### src/rtl/reset_sequencer_pkg.sv
// Shared types and sizing helpers for the reset sequencer.
package reset_sequencer_pkg;

    typedef enum logic [1:0] {
        ST_ASSERT  = 2'd0,
        ST_RELEASE = 2'd1,
        ST_DONE    = 2'd2
    } state_e;

    // Bits needed to hold 0..value-1, never less than one bit.
    function automatic int width_min1(input int value);
        return (value > 1) ? $clog2(value) : 1;
    endfunction

endpackage

### src/rtl/reset_req_sync.sv
// Multi-stage synchronizer for the asynchronous active-low reset request.
// Reset presets every stage to the "request active" value.
module reset_req_sync #(
    parameter int SYNC_STAGES = 2
) (
    input  logic clk,
    input  logic reset,
    input  logic req_n_async_i,
    output logic req_n_sync_o
);

    logic [SYNC_STAGES-1:0] sync_q;
    logic [SYNC_STAGES-1:0] sync_d;

    always_comb begin
        sync_d = {sync_q[SYNC_STAGES-2:0], req_n_async_i};
    end

    // NOTE: clocked state uses non-blocking assignments so every stage samples the pre-edge value.
    always_ff @(posedge clk) begin
        if (reset) begin
            sync_q <= '0;
        end else begin
            sync_q <= sync_d;
        end
    end

    assign req_n_sync_o = sync_q[SYNC_STAGES-1];

endmodule

### src/rtl/reset_sequencer.sv
// Asserts all per-subsystem resets together, then releases them one at a time
// in index order after a minimum stretch, optionally gated by acknowledges.
module reset_sequencer
    import reset_sequencer_pkg::*;
#(
    parameter int NUM_CHANNELS   = 4,
    parameter int SYNC_STAGES    = 2,
    parameter int STRETCH_CYCLES = 16,
    parameter int GAP_CYCLES     = 8,
    parameter bit WAIT_ACK       = 1'b0
) (
    input  logic                    clk,
    input  logic                    reset,
    input  logic                    rst_req_n_async,
    input  logic                    sw_reset,
    input  logic [NUM_CHANNELS-1:0] ch_ack,
    output logic [NUM_CHANNELS-1:0] rst_n_out,
    output logic                    busy,
    output logic                    all_released
);

    localparam int CNT_W = width_min1((STRETCH_CYCLES > GAP_CYCLES) ? STRETCH_CYCLES : GAP_CYCLES);
    localparam int IDX_W = width_min1(NUM_CHANNELS);

    localparam logic [CNT_W-1:0] STRETCH_LAST = CNT_W'(STRETCH_CYCLES - 1);
    localparam logic [CNT_W-1:0] GAP_LAST     = CNT_W'(GAP_CYCLES - 1);
    localparam logic [IDX_W-1:0] IDX_LAST     = IDX_W'(NUM_CHANNELS - 1);

    state_e                  state_q, state_d;
    logic [CNT_W-1:0]        cnt_q, cnt_d;
    logic [IDX_W-1:0]        idx_q, idx_d;
    logic [NUM_CHANNELS-1:0] rst_n_q, rst_n_d;

    logic                    req_n_sync;
    logic                    request;
    logic [2**IDX_W-1:0]     ack_ext;
    logic                    ack_ok;
    logic [IDX_W-1:0]        idx_next;

    reset_req_sync #(
        .SYNC_STAGES(SYNC_STAGES)
    ) u_req_sync (
        .clk          (clk),
        .reset        (reset),
        .req_n_async_i(rst_req_n_async),
        .req_n_sync_o (req_n_sync)
    );

    assign request  = reset | ~req_n_sync | sw_reset;
    assign idx_next = idx_q + 1'b1;

    // Pad the acknowledge vector so idx can address it for any channel count.
    always_comb begin
        ack_ext                   = '0;
        ack_ext[NUM_CHANNELS-1:0] = ch_ack;
        ack_ok                    = !WAIT_ACK || ack_ext[idx_q];
    end

    // NOTE: every signal gets a default first so no path leaves one unassigned (no latches).
    always_comb begin
        state_d = state_q;
        cnt_d   = cnt_q;
        idx_d   = idx_q;
        rst_n_d = rst_n_q;

        unique case (state_q)
            ST_ASSERT: begin
                if (cnt_q == STRETCH_LAST) begin
                    state_d = (NUM_CHANNELS == 1) ? ST_DONE : ST_RELEASE;
                    cnt_d   = '0;
                    idx_d   = '0;
                    rst_n_d = NUM_CHANNELS'(1);
                end else begin
                    cnt_d = cnt_q + 1'b1;
                end
            end
            ST_RELEASE: begin
                if (cnt_q == GAP_LAST) begin
                    if (ack_ok) begin
                        // Outputs form a thermometer code, so releasing idx+1 shifts in a one.
                        rst_n_d = NUM_CHANNELS'({rst_n_q, 1'b1});
                        idx_d   = idx_next;
                        cnt_d   = '0;
                        if (idx_next == IDX_LAST) begin
                            state_d = ST_DONE;
                        end
                    end
                end else begin
                    cnt_d = cnt_q + 1'b1;
                end
            end
            ST_DONE: begin
                rst_n_d = '1;
            end
            default: begin
                state_d = ST_ASSERT;
            end
        endcase

        if (request) begin
            state_d = ST_ASSERT;
            cnt_d   = '0;
            idx_d   = '0;
            rst_n_d = '0;
        end
    end

    always_ff @(posedge clk) begin
        if (reset) begin
            state_q <= ST_ASSERT;
            cnt_q   <= '0;
            idx_q   <= '0;
            rst_n_q <= '0;
        end else begin
            state_q <= state_d;
            cnt_q   <= cnt_d;
            idx_q   <= idx_d;
            rst_n_q <= rst_n_d;
        end
    end

    assign rst_n_out    = rst_n_q;
    assign busy         = (state_q != ST_DONE);
    assign all_released = (state_q == ST_DONE);

endmodule

### config.mk
export PLATFORM = sky130hd
export DESIGN_NAME = reset_sequencer
export DESIGN_NICKNAME = d
export VERILOG_FILES = /design/src/rtl/reset_sequencer_pkg.sv /design/src/rtl/reset_req_sync.sv /design/src/rtl/reset_sequencer.sv
export SDC_FILE = /design/constraint.sdc
export NUM_CORES = 1
export LEC_CHECK = 0
export BUFFER_PORTS_ARGS = -buffer_cell sky130_fd_sc_hd__buf_2
export CAP_MARGIN = 10
export CORE_UTILIZATION = 35
export DETAILED_ROUTE_END_ITERATION = 16
export PLACE_DENSITY = 0.57
export SLEW_MARGIN = 10
export SYNTH_ARGS = -nofsm -noshare
export SYNTH_HDL_FRONTEND = slang
export SYNTH_SLANG_ARGS = --single-unit
### constraint.sdc
create_clock -name clk -period 2.3 [get_ports clk]
set_input_delay 0.46 -clock clk [delete_from_list [all_inputs] [get_ports clk]]
set_output_delay 0.46 -clock clk [all_outputs]
set_load 0.03 [all_outputs]
# [Word-level counts from Yosys, hierarchy flattened]
# Cells that the tools add are included.
[word_totals] ff_bits=14 input_bits=8 output_inout_bits=6 wordCells=40
[classes] addsub=2 n_eq_ne=9 mux=13 bitwise=4 reduce_logical=7
[op_table] operator="4-bit 2-to-1 mux" n=4
[op_table] operator="4-bit one-hot mux with 3 select lines" n=1
[op_table] operator="2-bit 2-to-1 mux" n=5
[op_table] operator="2-bit != test (second input constant)" n=4
[op_table] operator="4-bit one-hot mux with 2 select lines" n=1
[op_table] operator="2-bit one-hot mux with 3 select lines" n=1
[op_table] operator="3-bit AND reduction" n=2
[op_table] operator="4-bit by 1-bit adder with 4-bit output (second input constant)" n=1
[op_table] operator="2-bit equality test (second input constant)" n=2
[op_table] operator="4-bit by 3-bit equality test with 1-bit output (second input constant)" n=1
[op_table] operator="4-bit equality test (second input constant)" n=1
[op_table] operator="2-bit one-hot mux with 2 select lines" n=1
[op_table] operator="4-bit AND reduction" n=1
[op_table] operator="3-bit nonzero test" n=1
[op_table] operator="2-bit by 1-bit adder with 2-bit output (second input constant)" n=1
[op_table] operator="2-bit by 1-bit equality test with 1-bit output (second input constant)" n=1
[op_table] operator="2-bit zero test" n=1
[op_table] operator="1-bit inverter" n=2
[op_table] operator="1-bit OR" n=2
[op_table] operator="2-bit nonzero test" n=1
[op_table] operator="2-bit OR reduction" n=1

# [Logic depth before layout (Yosys ltp)]
# Gate-level depths: netlist of run 1.
[logic_depth] depth_word=5 depth_mapped=6 ltp_nobuf=5

# [Hierarchy]
# From an unflattened synthesis of run 1, not the netlist that was laid out.
[unflattened] hier_cells=90 hier_area_um2=847.1
[modules_own_cells] mod="reset_sequencer" n_inst=1 cells_per_inst=86 area_each_um2=794.5 seq_area_each_um2=240.2
[modules_own_cells] mod="reset_req_sync" n_inst=1 cells_per_inst=4 area_each_um2=52.6 seq_area_each_um2=40.0

# [Least setup slack after synthesis of run 1]
# OpenSTA, ideal clock, no wires.
[synth_timing] kind="reg-to-reg" from="reg state_q[0]" to="reg rst_n_q[1] (netlist: rst_n_out[1])" t_arrival_ns=1.521 t_required_ns=2.182 path_slack_ns=0.661 stages_incl_launch_ff=6 path_buffers=0 cell_sequence="dfxtp_1 inv_1 ha_1 mux2_4 or3_4 mux2i_1"
[synth_via] elab_chain_cells=3 word_cells_on_any_way=8 classes_between="4 x eq/ne; 1 x mux; 3 x reduce/logical"
[synth_rtl] item="from (decl)" line_no="reset_sequencer.sv:29" source="state_e state_q, state_d;"
[synth_rtl] item="from (signal assigned)" line_no="reset_sequencer.sv:115" source="state_q <= state_d;"
[synth_rtl] item="2-bit by 1-bit equality test with 1-bit output, or another cell as far along" line_no="reset_sequencer.sv:66" source="unique case (state_q)"
[synth_rtl] item="2-bit != test (no line) or 3-bit nonzero test (tied branches)"
[synth_rtl] item="3-bit AND reduction (no line)"
[synth_rtl] item="to (signal assigned)" line_no="reset_sequencer.sv:118" source="rst_n_q <= rst_n_d;"
[synth_rtl] item="to (decl)" line_no="reset_sequencer.sv:32" source="logic [NUM_CHANNELS-1:0] rst_n_q, rst_n_d;"
# Parallel ways exist; a longest one is shown, timed or not.
# A chain may end at the register's enable or synchronous reset.

# [Final worst setup path of run 1]
[layout_timing] from="reg state_q[1]" to="reg state_q[1]"
[layout_via] elab_chain_cells=3 word_cells_on_any_way=9 classes_between="5 x eq/ne; 1 x mux; 1 x bitwise; 2 x reduce/logical"
[layout_rtl] item="2-bit by 1-bit equality test with 1-bit output, or another cell as far along" line_no="reset_sequencer.sv:66"
[layout_rtl] item="2-bit != test (no line) or 1-bit inverter (tied branches)"
[layout_rtl] item="4-bit AND reduction (no line)"
# Parallel ways exist; a longest one is shown, timed or not.

==> summary.txt, run 1 <==
Status
  • Status: complete, no violations

Run
  • Max cap viols: 0

STA
  • Worst hold-check slack: 373.5 ps
  • Layout Skew: 3.164 ps
  • Final worst slack: 401.3 ps
  • RSZ-0062 raised after global routing: no
  • Endpoints failing setup: 0
  • Slew Viols, Final: 0
  • Final Hold Fails: 0
  • Slew headroom: 0.6639
  • Setup TNS: 0 ps
  • Worst-margin pin slew: 504.1 ps
  • Max Clk Rate: 0.5267 GHz
  • Final Cycle Share: 0.8255
  • Post-layout min period: 1899 ps

Floorplanning
  • Core region area: 2042 um^2
  • Num rows: 16
  • Total die area: 2476 um^2
  • Die Wd: 49.76 um
  • Die height: 49.76 um
  • Starting density of the core: 0.3909
  • Top Ports: 14

Pwr
  • Worst VDD drop: 0.3409 mV
  • Power share of the combinational group: 0.018
  • PD cells: 473.4 nW/um^2
  • Internal power: 0.0003444 W
  • P_leak: 0.3634 nW
  • Power share of the clock group: 0.412
  • P_sw: 0.00008561 W
  • Seq pwr share: 0.569
  • Net Sw Frac: 0.1991

Clock network
  • CTS max path bufs: 2
  • CTS tree: built
  • Post_cts resized: 0
  • H-tree depth: 1
  • TritonCTS Buffers: 3
  • Hold Buf Count CTS: 0
  • Worst-skew pair later-pin latency: 280 ps
  • Worst-path clk slew: 80 ps
  • Postcts setup bufs: 0
  • Root Buffer: clkbuf_4
  • CTS sink cnt: 14

Place
  • Dpl ws: 415.0 ps
  • Placed insts: 123
  • GPL Wtd Cong: 0.7192
  • HPWL after detailed placement: 1.078 mm
  • Buffers on Ports: 9

Global routing
  • Total gr overflow: 0
  • First-pass GRT wire length: 2.553 mm
  • GR Util All Layers: 0.1359
  • Antenna violations before repair: 0
  • Number of global-route vias before repair: 603
  • Largest net degree at the start of global routing: 16

Synthesis
  • Syn Area/Cell: 9.071 um^2
  • Post-Syn Area: 798.3 um^2
  • Post-synthesis sequential area ratio: 0.3511
  • Top FF cell, synth: dfxtp_1
  • Post-Synthesis Cells: 88
  • Asr flop ratio synth: 0
  • #FFs+latches synth: 14
  • Post-synth EDFFs: 0
  • Syn_nets: 104
  • YS warnings: 0
  • Number of distinct library cells after synthesis: 27

Worst setup path
  • Crit path launch: state_q[1]
  • Crit path max fanout: 15
  • Worst r2r src: state_q[1]
  • CP Data Arrival Time: 2110 ps
  • Endpoint class of the critical path: flip-flop
  • WP depth: 5
  • Critical-path cell list: inv_1 > ha_1 > mux2_4 > a2111oi_4 > mux2i_1
  • Buf/Inv on CP: 1
  • Type of the worst setup path: reg2reg
  • CP max stage cell: dfxtp_1
  • Worst Reg-to-Reg Cells: 5
  • Worst Setup Start Kind: flip-flop
  • Max stage delay on crit path: 390 ps
  • Crit path required time: 2510 ps
  • Cell family with most CP delay: multiplexers

Final layout
  • # diodes: 0
  • Post-Layout Cell Count: 127
  • Leading cell type in the layout, fill and taps excluded: dfxtp_1
  • Fillers: 209
  • Commonest cells after routing, fill and taps aside: dfxtp_1 (14), nand2_1 (13), buf_2 (9), ha_1 (8), inv_1 (7)
  • Final net count: 117
  • Ratio of cells with drive above 1 in the final layout: 0.1800
  • P&R area growth vs syn: 13.79%

Route
  • Drt first pass iters: 4
  • Drt wl/cell: 11.08 um
  • Initial DRC Count: 10
  • Final WL: 1.407 mm
  • Vias: 631
  • Routed vias/inst: 4.969
  • Routed Antenna Nets: 0
  • Drt drc: 0

Min path
  • Hold Path Cell Cnt: 2
  • Hold Path Origin: reset
  • Min-delay worst type: in2reg
Yosys cell counts, types with 2 or more instances:
library cell  instances  area, um^2
dfxtp_1              14       280.3
nand2_1              13       48.80
ha_1                  8       100.1
inv_1                 7       26.28
mux2i_1               5       50.05
nor2_1                5       18.77
nand3_1               4       20.02
nor2b_1               4       25.02
a211oi_1              3       22.52
a21o_1                3       22.52
nor3_1                3       15.01
o21ai_0               3       15.01
o2bb2ai_1             2       17.52
through the flow:
| step | area [um^2] | util | power [W] |
|---|---|---|---|
| 2_1_floorplan | 798.3 | - | 0.0002542 |
| 5_1_grt | 908.4 | 0.4449 | 0.0004509 |
| 3_5_place_dp | 872.1 | 0.4271 | 0.0002585 |
| 6_report | 908.4 | 0.4449 | 0.0004300 |
| 3_3_place_gp | 872.1 | 0.4271 | 0.0002581 |
| 4_1_cts | 908.4 | 0.4449 | 0.0004400 |
layout make-up:
cell class                      instances  area (um^2)  share of cell area
Timing Repair Buffer                   10        52.55             0.05785
Clock buffer                            4        36.28             0.03994
Multi-Input combinational cell         65        479.2              0.5275
Tap cell                               27        33.78             0.03719
Inverter                                7        26.28             0.02893
Sequential cell                        14        280.3              0.3085
final timing paths:
kind / slack [ps] / end
worst max-delay path: 400 / state_q[1]
worst min-delay path: 370 / u_req_sync.sync_q[1]
worst max register to register: 400 / state_q[1]
worst min register to register: 450 / u_req_sync.sync_q[1]
power by group through the flow:
stage	clock, W	sequential, W	combinational, W
after floorplan	0	0.000250	0.00000388
after global placement	0	0.000250	0.00000762
after detailed placement	0	0.000251	0.00000802
after CTS	0.000187	0.000245	0.00000804
after global routing	0.000197	0.000245	0.00000914
final	0.000177	0.000245	0.00000788
layer usage:
| metal | GRT usage | wire length (um) |
|---|---|---|
| met3 | 0.05556 | 60 |
| met1 | 0.1557 | 707 |
| met5 | 0 | 0 |
| met2 | 0.2342 | 629 |
| met4 | 0.02857 | 10 |
cell families after synthesis:
group,after synthesis,synth area share
and+or+nand+nor,33,0.2022
AOI/OAI and AO/OA,17,0.1803
DFF,14,0.3511
buffers and inverters,9,0.04859
adders and majority gates,8,0.1254
muxes,6,0.08150
xor gates and xnor gates,1,0.01097
flip-flops by register name, summed over array words and instances (netlist names):
signal             flops
rst_n_out              4
state_q                2
idx_q                  2
u_req_sync.sync_q      2
cnt_q                  4
(Power assumes the default switching activity.)
==> inputs of run 2 (changes only) <==
Clock period 2.3 ns to 1.9 ns, I/O delays scaled along.
==> run 2 against run 1 <==
Register-to-register slack lost 280 ps; sequential share of layout area is 0.29 points lower; combinational power increased by 19%; setup slack got worse by 280 ps; fmax rose by 7.0%; via count up 1.1%; final cell count up 1.6%; clock skew is essentially flat; critical path type unchanged; largest power group unchanged; highest routed layer unchanged.
==> summary.txt, run 2 (synthesized netlist as in run 1, its figures left out) <==
STA
  • RSZ-0062 raised after global routing: no
  • Final Hold Fails: 0 (unchanged)
  • Max Clk Rate: 0.5633 GHz (+7.0%)
  • Slew headroom: 0.7127 (+0.04877)
  • Post-layout min period: 1775 ps (-123.4 ps)
  • Layout Skew: 2.769 ps (-0.3949 ps)
  • Final worst slack: 124.7 ps (-276.6 ps)
  • Worst-margin pin slew: 429.3 ps (-74.81 ps)
  • Slew Viols, Final: 0 (unchanged)
  • Setup TNS: 0 ps (unchanged)
  • Endpoints failing setup: 0 (unchanged)
  • Final Cycle Share: 0.9344 (+0.1088)

Worst setup path
  • Crit path max fanout: 7 (-8)
  • CP max stage cell: dfxtp_1
  • Type of the worst setup path: reg2reg
  • Worst Setup Start Kind: flip-flop
  • Worst Setup EP: state_q[1]
  • Crit path required time: 2110 ps (-400 ps)
  • Worst R2R End: state_q[1]
  • CP Data Arrival Time: 1980 ps (-130 ps)
  • Worst Reg-to-Reg Cells: 5 (unchanged)
  • Crit path launch: state_q[1]
  • Buf/Inv on CP: 1 (unchanged)
  • Endpoint class of the critical path: flip-flop
  • Max stage delay on crit path: 400 ps (about the same)
  • R2R Setup Slk: 120 ps (-280 ps)
  • WP depth: 5 (unchanged)
  • Critical-path cell list: inv_1 > ha_1 > mux2_4 > a2111oi_4 > mux2i_1
  • Worst r2r src: state_q[1]
  • Cell family with most CP delay: multiplexers

Place
  • Buffers on Ports: 9 (unchanged)
  • HPWL after detailed placement: 1.130 mm (+4.8%)
  • GPL Wtd Cong: 0.7952 (+11%)
  • Dpl ws: 149.7 ps (-265.3 ps)
  • Placed insts: 126 (+2.4%)

Route
  • Final WL: 1.468 mm (+4.3%)
  • Drt drc: 0 (unchanged)
  • Initial DRC Count: 8 (-2)
  • Routed vias/inst: 4.946 (-0.46%)
  • Drt first pass iters: 3 (-1)
  • Drt wl/cell: 11.38 um (+2.7%)
  • Routed Antenna Nets: 0 (unchanged)
  • Vias: 638 (+1.1%)

Pwr
  • Net Sw Frac: 0.1990 (about the same)
  • Power share of the clock group: 0.345 (-0.067)
  • Tot Pwr: 0.0004664 W (+8.5%)
  • P_sw: 0.00009281 W (+8.4%)
  • P_leak: 0.3713 nW (+2.2%)
  • Internal power: 0.0003736 W (+8.5%)
  • PD cells: 508.6 nW/um^2 (+7.4%)
  • Power share of the combinational group: 0.020 (+0.002)
  • Seq pwr share: 0.635 (+0.066)
  • Worst VDD drop: 0.3503 mV (+2.8%)

Global routing
  • Number of global-route vias before repair: 617 (+2.3%)
  • Antenna violations before repair: 0 (unchanged)
  • Largest net degree at the start of global routing: 15 (-1)
  • GR Util All Layers: 0.1409 (+0.005061)
  • Total gr overflow: 0 (unchanged)
  • First-pass GRT wire length: 2.691 mm (+5.4%)

Clock network
  • Hold Buf Count CTS: 0 (unchanged)
  • TritonCTS Buffers: 3 (unchanged)
  • CTS sink cnt: 14 (unchanged)
  • Root Buffer: clkbuf_4
  • Worst-path clk slew: 80 ps (about the same)
  • H-tree depth: 1 (unchanged)
  • Post_cts resized: 0 (unchanged)
  • CTS tree: built
  • CTS max path bufs: 2 (unchanged)
  • Worst-skew pair later-pin latency: 270 ps (about the same)
  • Postcts setup bufs: 0 (unchanged)

Final layout
  • Final net count: 120 (+2.6%)
  • Post-Layout Cell Count: 129 (+1.6%)
  • Commonest cells after routing, fill and taps aside: dfxtp_1 (14), nand2_1 (13), buf_2 (9), ha_1 (8), inv_1 (7)
  • Ratio of cells with drive above 1 in the final layout: 0.1961 (+0.01608)
  • Leading cell type in the layout, fill and taps excluded: dfxtp_1
  • P&R area growth vs syn: 14.89%
  • Final core utilization: 0.4491 (+0.004289)
  • # diodes: 0 (unchanged)

Min path
  • Min-delay worst type: in2reg

Status
  • Status: complete, no violations

Floorplanning
  • Top Ports: 14 (unchanged)
  • Num rows: 16 (unchanged)
  • Starting density of the core: 0.3909 (unchanged)
  • Core region area: 2042 um^2 (unchanged)
  • Die height: 49.76 um (unchanged)
  • Total die area: 2476 um^2 (unchanged)
  • Die Wd: 49.76 um (unchanged)

Run
  • Max cap viols: 0 (unchanged)
run 2: changes by cell type in the layout (fill, tap and decap cells not counted):
| cell | delta |
|---|---|
| buf_4 | +3 |
| clkbuf_8 | -1 |
run 2: stage by stage:
step | area (um^2) | hold WS, ps
2_1_floorplan | 798.3 | 413.8
3_3_place_gp | 894.6 | 423.8
3_5_place_dp | 894.6 | 436.5
4_1_cts | 917.1 | 292.0
5_1_grt | 917.1 | 286.7
6_report | 917.1 | 295.5
run 2: cell type report:
class,instances,area (um^2)
well taps,27,33.78
multi-input cells,65,479.2
clock buffers,3,22.52
repair buffers,13,75.07
inverters,7,26.28
flip-flops and latches,14,280.3
fillers,219,1125
run 2: worst min-delay path by stage:
stage | start | to | slack (ps) | cells after the start
after floorplan | u_req_sync.sync_q[0] | u_req_sync.sync_q[1] | 410 | 1
after global placement | u_req_sync.sync_q[0] | u_req_sync.sync_q[1] | 420 | 1
after detailed placement | u_req_sync.sync_q[0] | u_req_sync.sync_q[1] | 440 | 1
after CTS | reset | u_req_sync.sync_q[1] | 290 | 2
after global routing | reset | u_req_sync.sync_q[1] | 290 | 2
final | reset | u_req_sync.sync_q[1] | 300 | 2
run 2: worst reg2reg max path, stage by stage, from the launching register on:
cell and delay, ps:
dfxtp_1 400, inv_1 110, ha_1 280, mux2_4 330, a2111oi_4 380, mux2i_1 220
run 2: metal layers:
layer  global-route usage  share of wire  vias up
met1               0.1685           0.49      290
met5                    0              0        -
met2               0.2432           0.47        8
met4              0.07143          0.015        0
met3              0.01852          0.022        4
li1                     -              -      336
run 2: power groups by stage:
stage / combinational [W] / clock [W] / sequential, W
final: 0.00000935 / 0.000161 / 0.000296
after global routing: 0.0000104 / 0.000183 / 0.000297
after CTS: 0.00000957 / 0.000170 / 0.000296
after detailed placement: 0.00000941 / 0 / 0.000303
after global placement: 0.00000922 / 0 / 0.000303
after floorplan: 0.00000470 / 0 / 0.000303
==> inputs of run 3 (changes only) <==
Settings changed: CORE_UTILIZATION 35 to 40, PLACE_DENSITY 0.57 to 0.63.
==> run 3 against run 2 <==
Clock power increased by 32%; non-clock buffer count decreased by 1; hold slack worse by 7.6 ps; die area fell by 12%; sequential power about the same; via count up 3.0%; critical path depth did not move; critical path type unchanged; flip-flop and latch count unchanged; global-route usage rose by 1.9 points.
==> summary.txt, run 3 (synthesized netlist as in run 1, its figures left out) <==
Floorplanning
  • Num rows: 15 (-1)
  • Die Wd: 46.67 um (-6.2%)
  • Total die area: 2178 um^2 (-12%)
  • Starting density of the core: 0.4431 (+0.05212)
  • Core region area: 1802 um^2 (-12%)
  • Die height: 46.67 um (-6.2%)
  • Top Ports: 14 (unchanged)

Worst setup path
  • Crit path required time: 2100 ps (about the same)
  • CP Data Arrival Time: 1970 ps (about the same)
  • Endpoint class of the critical path: flip-flop
  • Worst Setup Start Kind: flip-flop
  • Type of the worst setup path: reg2reg
  • Crit path max fanout: 6 (-1)

STA
  • Slew Viols, Final: 0 (unchanged)
  • Layout Skew: 3.989 ps (+1.220 ps)
  • Endpoints failing setup: 0 (unchanged)
  • Setup TNS: 0 ps (unchanged)
  • Final Hold Fails: 0 (unchanged)
  • Max Clk Rate: 0.5656 GHz (+0.42%)
  • Worst-margin pin slew: 424.4 ps (-4.868 ps)
  • RSZ-0062 raised after global routing: no
  • Post-layout min period: 1768 ps (-7.378 ps)
  • Slew headroom: 0.7160 (+0.003258)
  • Final Cycle Share: 0.9305 (-0.003883)

Pwr
  • PD cells: 562.6 nW/um^2 (+11%)
  • P_leak: 0.3730 nW (+0.47%)
  • Tot Pwr: 0.0005181 W (+11%)
  • Worst VDD drop: 0.4010 mV (+14%)

Global routing
  • GR Util All Layers: 0.1601 (+0.01920)
  • Total gr overflow: 0 (unchanged)
  • First-pass GRT wire length: 2.477 mm (-8.0%)
  • Antenna violations before repair: 0 (unchanged)
  • Largest net degree at the start of global routing: 15 (unchanged)
  • Number of global-route vias before repair: 609 (-1.3%)

Route
  • Routed Antenna Nets: 0 (unchanged)
  • Drt drc: 0 (unchanged)
  • Vias: 657 (+3.0%)
  • Final WL: 1.437 mm (-2.1%)
  • Routed vias/inst: 5.173 (+4.6%)
  • Drt first pass iters: 2 (-1)
  • Initial DRC Count: 9 (+1)
  • Drt wl/cell: 11.31 um (-0.57%)

Final layout
  • Final core utilization: 0.5111 (+0.06197)
  • Commonest cells after routing, fill and taps aside: dfxtp_1 (14), nand2_1 (13), buf_2 (9), ha_1 (8), inv_1 (7)
  • Ratio of cells with drive above 1 in the final layout: 0.1961 (unchanged)
  • Area of the multi-input gates: 479.2 um^2 (unchanged)
  • Seq. cell area: 280.3 um^2 (unchanged)
  • Fillers: 186 (-15%)
  • P&R area growth vs syn: 15.36%
  • # diodes: 0 (unchanged)
  • Leading cell type in the layout, fill and taps excluded: dfxtp_1
  • Final net count: 119 (-0.83%)

Clock network
  • Post_cts resized: 0 (unchanged)
  • TritonCTS Buffers: 3 (unchanged)
  • Root Buffer: clkbuf_4
  • Postcts setup bufs: 0 (unchanged)
  • Worst-skew pair later-pin latency: 280 ps (about the same)
  • H-tree depth: 1 (unchanged)
  • Hold Buf Count CTS: 0 (unchanged)
  • CTS sink cnt: 14 (unchanged)
  • Worst-path clk slew: 90 ps (about the same)
  • CTS tree: built
  • CTS max path bufs: 2 (unchanged)

Run
  • Max cap viols: 0 (unchanged)

Min path
  • Min-delay worst type: in2reg

Place
  • HPWL after detailed placement: 1.149 mm (+1.7%)
  • Buffers on Ports: 9 (unchanged)
  • GPL Wtd Cong: 0.8327 (+4.7%)

Status
  • Status: complete, no violations
## run 3: routing by layer
metal  global-route usage  vias up  wire length, um
met1               0.1887      310              650
met5                    0        -                0
met2               0.2833       10              734
met3              0.02353        2               37
met4              0.06857        0               15
li1                     -      335                -
## run 3: worst max-delay path, cell delays in order, from the launching register on
cell	delay (ps)
dfxtp_1	390
inv_1	110
ha_1	260
mux2_4	320
a2111oi_4	380
mux2i_1	230
## run 3: final cells by class
| class | instances | share of cell area |
|---|---|---|
| sequential | 14 | 0.3043 |
| multi-input combinational | 65 | 0.5204 |
| tap | 25 | 0.03397 |
| timing repair buffer | 12 | 0.07337 |
| inverter | 7 | 0.02853 |
| clock buffer | 4 | 0.03940 |
## run 3: report_power, final
part	internal [W]	switching, W
registers	0.000295	0.000000924
clock network	0.000116	0.0000960
logic	0.00000488	0.00000441
## run 3: per-stage QoR
stage	cell area [um^2]	hold slack [ps]	worst slack (ps)	instances
3_3_place_gp	884.6	421.6	216.5	123
4_1_cts	920.9	284.7	133.1	127
2_1_floorplan	798.3	413.8	260.6	88
6_report	920.9	288.0	132.1	127
5_1_grt	920.9	292.5	42.34	127
3_5_place_dp	884.6	429.6	157.8	123
## run 3: final timing paths
path	startpoint	endpoint	slack [ps]	cells after the start
max	state_q[1]	state_q[1]	130	5
max reg2reg	state_q[1]	state_q[1]	130	5
min reg2reg	u_req_sync.sync_q[0]	u_req_sync.sync_q[1]	440	1
min	reset	u_req_sync.sync_q[1]	290	2
